**src/rtl/fetch_ctrl_if.sv**
```systemverilog
// Fetch-side bus bundle: instruction-memory read port plus decode valid/ready port.
interface fetch_ctrl_if #(
  parameter int unsigned WIDTH = 16
);
  logic             mem_req;
  logic [WIDTH-1:0] mem_addr;
  logic             mem_gnt;
  logic             mem_rvalid;
  logic [WIDTH-1:0] mem_rdata;
  logic             inst_valid;
  logic [WIDTH-1:0] inst_data;
  logic [WIDTH-1:0] inst_pc;
  logic             inst_ready;

  modport master (
    output mem_req, mem_addr,
    input  mem_gnt, mem_rvalid, mem_rdata,
    output inst_valid, inst_data, inst_pc,
    input  inst_ready
  );

  modport slave (
    input  mem_req, mem_addr,
    output mem_gnt, mem_rvalid, mem_rdata,
    input  inst_valid, inst_data, inst_pc,
    output inst_ready
  );
endinterface

```
**src/rtl/fetch_ctrl.sv**
```systemverilog
// Instruction-fetch sequencer: drives the PC register, issues single outstanding
// reads, buffers one instruction for decode and flushes wrong-path data on redirect.
module fetch_ctrl #(
  parameter int unsigned           WIDTH = 16,
  parameter logic [WIDTH-1:0]      INIT  = '0,
  parameter int unsigned           INC   = 1
) (
  input  logic             clk,
  input  logic             resetn,
  input  logic [WIDTH-1:0] pc_q,
  output logic             pc_en,
  output logic [WIDTH-1:0] pc_d,
  input  logic             redirect,
  input  logic [WIDTH-1:0] redirect_pc,
  fetch_ctrl_if.master     bus
);

  typedef enum logic [1:0] {
    S_REQ   = 2'd0,
    S_WAIT  = 2'd1,
    S_HOLD  = 2'd2,
    S_DRAIN = 2'd3
  } state_e;

  state_e           state_q, state_d;
  logic [WIDTH-1:0] inst_data_q, inst_pc_q;
  logic             load_c;

  // State register
  always_ff @(posedge clk) begin
    if (!resetn) state_q <= S_REQ;
    else         state_q <= state_d;
  end

  // Next-state logic; redirect overrides every other event
  always_comb begin
    state_d = state_q;
    unique case (state_q)
      S_REQ: begin
        if (bus.mem_gnt) state_d = redirect ? S_DRAIN : S_WAIT;
      end
      S_WAIT: begin
        if (redirect)            state_d = bus.mem_rvalid ? S_REQ : S_DRAIN;
        else if (bus.mem_rvalid) state_d = S_HOLD;
      end
      S_HOLD: begin
        if (redirect || bus.inst_ready) state_d = S_REQ;
      end
      S_DRAIN: begin
        if (bus.mem_rvalid) state_d = S_REQ;
      end
      default: state_d = S_REQ;
    endcase
  end

  // Output decode; PC write priority is reset > redirect > increment
  always_comb begin
    pc_en       = 1'b0;
    pc_d        = pc_q + WIDTH'(INC);
    load_c      = 1'b0;
    bus.mem_req = (state_q == S_REQ) && resetn;
    bus.inst_valid = (state_q == S_HOLD);
    if (!resetn) begin
      pc_en = 1'b1;
      pc_d  = INIT;
    end else if (redirect) begin
      pc_en = 1'b1;
      pc_d  = redirect_pc;
    end else if (state_q == S_WAIT && bus.mem_rvalid) begin
      pc_en  = 1'b1;
      load_c = 1'b1;
    end
  end

  // Instruction buffer, captured only on a non-flushed response
  always_ff @(posedge clk) begin
    if (!resetn) begin
      inst_data_q <= '0;
      inst_pc_q   <= '0;
    end else if (load_c) begin
      inst_data_q <= bus.mem_rdata;
      inst_pc_q   <= pc_q;
    end
  end

  assign bus.mem_addr  = pc_q;
  assign bus.inst_data = inst_data_q;
  assign bus.inst_pc   = inst_pc_q;

endmodule

```
**src/flat_wrapper.sv**
```systemverilog
// flat-port wrapper written by rule: the top's interface ports become plain ports
module fetch_ctrl_flat 
#(
  parameter int unsigned           WIDTH = 16,
  parameter logic [WIDTH-1:0]      INIT  = '0,
  parameter int unsigned           INC   = 1
)
  (clk, resetn, pc_q, pc_en, pc_d, redirect, redirect_pc, bus_mem_req, bus_mem_addr, bus_mem_gnt, bus_mem_rvalid, bus_mem_rdata, bus_inst_valid, bus_inst_data, bus_inst_pc, bus_inst_ready);
  fetch_ctrl_if #(.WIDTH(WIDTH)) bus_i ();
  input  logic clk;
  input  logic resetn;
  input  logic [WIDTH-1:0] pc_q;
  output logic pc_en;
  output logic [WIDTH-1:0] pc_d;
  input  logic redirect;
  input  logic [WIDTH-1:0] redirect_pc;
  output wire logic [$bits(bus_i.mem_req)-1:0] bus_mem_req;
  output wire logic [$bits(bus_i.mem_addr)-1:0] bus_mem_addr;
  input wire logic [$bits(bus_i.mem_gnt)-1:0] bus_mem_gnt;
  input wire logic [$bits(bus_i.mem_rvalid)-1:0] bus_mem_rvalid;
  input wire logic [$bits(bus_i.mem_rdata)-1:0] bus_mem_rdata;
  output wire logic [$bits(bus_i.inst_valid)-1:0] bus_inst_valid;
  output wire logic [$bits(bus_i.inst_data)-1:0] bus_inst_data;
  output wire logic [$bits(bus_i.inst_pc)-1:0] bus_inst_pc;
  input wire logic [$bits(bus_i.inst_ready)-1:0] bus_inst_ready;
  assign bus_mem_req = bus_i.mem_req;
  assign bus_mem_addr = bus_i.mem_addr;
  assign bus_i.mem_gnt = bus_mem_gnt;
  assign bus_i.mem_rvalid = bus_mem_rvalid;
  assign bus_i.mem_rdata = bus_mem_rdata;
  assign bus_inst_valid = bus_i.inst_valid;
  assign bus_inst_data = bus_i.inst_data;
  assign bus_inst_pc = bus_i.inst_pc;
  assign bus_i.inst_ready = bus_inst_ready;
  fetch_ctrl #(.WIDTH(WIDTH), .INIT(INIT), .INC(INC)) u_core (.clk(clk), .resetn(resetn), .pc_q(pc_q), .pc_en(pc_en), .pc_d(pc_d), .redirect(redirect), .redirect_pc(redirect_pc), .bus(bus_i));
endmodule
```
**config.mk**
```make
export PLATFORM = sky130hd
export DESIGN_NAME = fetch_ctrl_flat
export DESIGN_NICKNAME = d
export VERILOG_FILES = /design/src/rtl/fetch_ctrl_if.sv /design/src/rtl/fetch_ctrl.sv /design/src/flat_wrapper.sv
export SDC_FILE = /design/constraint.sdc
export NUM_CORES = 1
export LEC_CHECK = 0
export ABC_AREA = 0
export CAP_MARGIN = 25
export CORE_ASPECT_RATIO = 0.9
export CORE_MARGIN = 1
export CORE_UTILIZATION = 37
export CTS_BUF_LIST = sky130_fd_sc_hd__clkbuf_4 sky130_fd_sc_hd__clkbuf_8
export DETAILED_ROUTE_END_ITERATION = 10
export PLACE_DENSITY = 0.82
export SLEW_MARGIN = 10
export SYNTH_ARGS = -nofsm -noshare
export SYNTH_HDL_FRONTEND = slang
export SYNTH_SLANG_ARGS = --single-unit
```
**constraint.sdc**
```tcl
create_clock -name clk -period 1.56 [get_ports clk]
set_input_delay 0.312 -clock clk [delete_from_list [all_inputs] [get_ports clk]]
set_output_delay 0.312 -clock clk [all_outputs]
set_load 0.01 [all_outputs]
```
# Word level (Yosys, flattened, before mapping)
# Cells that the tools add are included.
# totals
regBits	34
latch_bits	0
mem_bits_rw	0
mem_bits_ro	0
elab_cells	31
n_memories	0
# op_classes
addsub	1
mul	0
div	0
magnitude_cmp	0
eq_ne	7
n_shift	0
mux	15
bitwise_logic	0
reduce_logical	5
# op_table
op	count
$mux W16	2
$add A16 B1 Y16 const B	1
$mux W2	7
$pmux W2 S4	1
$mux W1	5
$eq A2 B2 Y1 const B	2
$ne A2 B2 Y1 const B	2
$reduce_and A4 Y1	1
$ne A3 B3 Y1 const B	1
$eq A2 B1 Y1 const B	1
$logic_and A1 B1 Y1	2
$logic_not A2 Y1	1
$ne A2 B1 Y1 const B	1
$logic_or A1 B1 Y1	1

# Logic depth before layout (Yosys ltp)
# logic_depth
depth_word	5
mapped_depth	5

# Worst setup path after synthesis
# OpenSTA, ideal clock, no wires.
# synth_path
kind	input-to-output
from	input pc_q[0]
to	output pc_d[12]
arrival_time_ns	1.284
t_required_ns	1.248
path_slack_ns	-0.036
cell_stages	5
n_path_buf	0
cell_sequence	ha_1 > nand3_2 > nor4_1 > xnor2_1 > a21oi_1
# synth_via
elab_chain_len	3
# synth_rtl
item	line_no	rtl
start: declaration	flat_wrapper.sv:12	input logic [WIDTH-1:0] pc_q;
$add A16 B1 Y16	fetch_ctrl.sv:59	pc_d = pc_q + WIDTH'(INC);
$mux W16	fetch_ctrl.sv:66	end else if (redirect) begin
$mux W16	fetch_ctrl.sv:63	if (!resetn) begin
end: declaration	flat_wrapper.sv:14	output logic [WIDTH-1:0] pc_d;
# Every way passes these cells.

# Final worst setup path
# layout_path
from	input pc_q[7]
to	output pc_d[15]
# Same word-level chain as after synthesis.

==> results.toml <==
[clocking]
cts.sinks = 34
clock_latency_ns = 0.29
tritoncts = "done"
cts_root_buffer = "clkbuf_8"
cts_buffers = 5
holdBufCountCts = 0
htree_levels = 2
path_clk_slew_ns = 0.07
cts_buffer_depth = 2

[setup_path]
cp_common_cell = "buf_6"
crit_family = "simple AND/OR/NAND/NOR gates"
path_cells = "buf_6 > buf_6 > nand4_1 > nor4_4 > xnor2_1 > a21oi_1 > buf_2"
r2r_slack_ns = 0.11
path_class = "primary input to primary output"
crit_path_end_kind = "primary output"
worst_ep_required_time_ns = 1.25
worstPathArrival_ns = 1.41
slowest_delay_ns = 0.30
cp_slowest_cell = "nor4_4"
path_buf_inv = 3
cp_max_fo = 4
startpoint_type = "primary input"

[cells_and_area]
final_common_cell = "clkdlybuf4s50_1"
most-common-layout-cells = "clkdlybuf4s50_1, nand2_1, o21ai_0"
drive_gt1_share_pct = 31.1
layoutNonFillerInstCount = 477
diodes = 0
fillCellCount = 325
nets = 466
area_growth_pct = 102

[drt]
drtAntennaViolNets = 0
drtIter0Drc = 138
vias = 2355
first_pass_iters = 5
route.detailed.drc = 0
viasPerCell = 4.94
wl_per_cell_microns = 15.1
wl_mm = 7.21

[yosys]
syn_avg_cell_area_sq_um = 7.27
yosysTopAreaCellShare_pct = 36.9
synthTopCellsByArea = "dfxtp_1, nand2_1, o21ai_0, buf_4, xnor2_1"
yosysSeqAreaShare_pct = 36.9
synth_ff_type = "dfxtp_1"
syn_inst = 254
synth-edff-count = 0
synth_area_sq_um = 1850
synth_warnings = 0
synth.distinct_cells = 27
yosysTopAreaCell = "dfxtp_1"
async_flop_share_pct = 0
synth_seq_cells = 34
syn-num-nets = 309

[placement]
place.port_buffers = 120
gp_congestion = 0.828
hpwlAfterDp_mm = 4.42
dp.cells = 442

[grt]
antenna_found_initial = 0
overflow = 0
grt_pass1_vias = 2206
grt_max_degree = 41
grt_pass1_wl_mm = 10.8
grt_usage_pct = 25.9

[pwr]
p_leak_nw = 1.54
irDropWorstVdd_mv = 0.659
p_per_area_nw_per_um2 = 603
power.total_mw = 2.25

[run_status]
violations = "negative setup slack"
status = "finished with violations"

[floorplan]
num_io_pins = 121
initial_utilization_pct = 38.2
die_area_sq_um = 5270
die_w_microns = 76.4
rows = 24
die_y_microns = 69
coreArea_sq_um = 4830

[timing]
fin_crit_sh_pct = 110
finalHoldViolCount = 0
clock.fmax_ghz = 0.581
setup_viol = 13
worst_slack_ns = -0.160
min_period_ns = 1.72
relSlewSlack_pct = 77.5
worstMarginPinSlew_ns = 0.338
skew_ns = 0.00659
rsz0062_at_grt = "yes"
drv_slew = 0

[worst_hold_path]
hold_path.class = "primary input to register"

[run]
maxCapViolCount = 0
## stage by stage
step / TNS (ns) / util, % / cell area (sq um) / hold WS [ns] / worst slack [ns]
3_5_place_dp: -29.14 / 66.7 / 3220 / 0.451 / -1.10
5_1_grt: -1.91 / 77.3 / 3740 / 0.245 / -0.215
2_1_floorplan: 0 / - / 1870 / 0.421 / 0.0176
6_report: -1.16 / 77.3 / 3740 / 0.247 / -0.160
3_3_place_gp: -28.62 / 66.7 / 3220 / 0.439 / -1.06
4_1_cts: -0.757 / 74.5 / 3600 / 0.273 / -0.143
## synthesized netlist by cell type, types with 2 or more instances
cell and number:
nand2_1 71, o21ai_0 46, dfxtp_1 34, buf_4 19, a21oi_1 13, xnor2_1 13, clkbuf_1 10, and2_1 5
nand3_1 5, inv_1 4, nor2_1 4, nor2b_1 4, nor3_1 4, nor4_1 4, nand4_1 3, clkbuf_2 2
nand3_2 2, nand3b_1 2
## area by class of cell
type                       instances  area, sq um  area share [%]
clock buffer                       6         82.6            2.21
clock inverter                     2         12.5           0.335
inverter                           4         15.0           0.402
multi-input combinational        184         1150            30.8
sequential                        34          683            18.3
tap                               65         81.3            2.18
timing repair buffer             182         1710            45.8
## metal layers
metal / global-route usage, % / wire length [microns] / up-vias
li1: - / - / 1142
met1: 30.2 / 2950 / 1068
met2: 43.0 / 3420 / 122
met3: 8.08 / 568 / 23
met4: 12.4 / 271 / 0
met5: 0 / 0 / -
## flip-flops by register name, indices dropped and copies added (netlist names)
name,cells
u_core.bus.inst_data,16
u_core.bus.inst_pc,16
u_core.state_q,2
## tightest hold or removal path, cell delays in order
cell and delay [ns]:
buf_8 0.08, nand2_1 0.04, o21ai_1 0.06
## cell families after synthesis
family | Yosys count | synth area share [%]
buf+inv | 36 | 11.4
simple gates | 106 | 26.7
compound gates | 62 | 17.2
flops | 34 | 36.9
mux | 1 | 0.542
xor+xnor | 14 | 6.64
fa+ha+maj | 1 | 0.678
## path summary, 6_finish.rpt
check / start / endpoint / depth (start not counted)
setup / recovery: pc_q[7] / pc_d[15] / 7
hold / removal: pc_q[10] / u_core.bus.inst_pc[10] / 3
setup reg to reg: u_core.state_q[1] / u_core.bus.inst_data[11] / 6
hold reg to reg: u_core.bus.inst_data[5] / u_core.bus.inst_data[5] / 2
## report_power, final
| part | switching, mW | leakage, nW | internal [mW] | total (mW) |
|---|---|---|---|---|
| clock network | 0.343 | 0.0472 | 0.355 | 0.698 |
| logic | 0.275 | 1.22 | 0.374 | 0.650 |
| registers | 0.0149 | 0.276 | 0.891 | 0.906 |
| total | 0.633 | 1.54 | 1.62 | 2.25 |
## what timing repair did
action / in CTS / in global routing
pin swaps: 27 / 25
endpoints found under the hold margin: 0 / 0
setup buffers: 16 / 10
cloned: 0 / 2
gates resized for setup: 188 / 28
endpoints found under the setup margin: 48 / 38
Power figures use the tool's default switching activity.
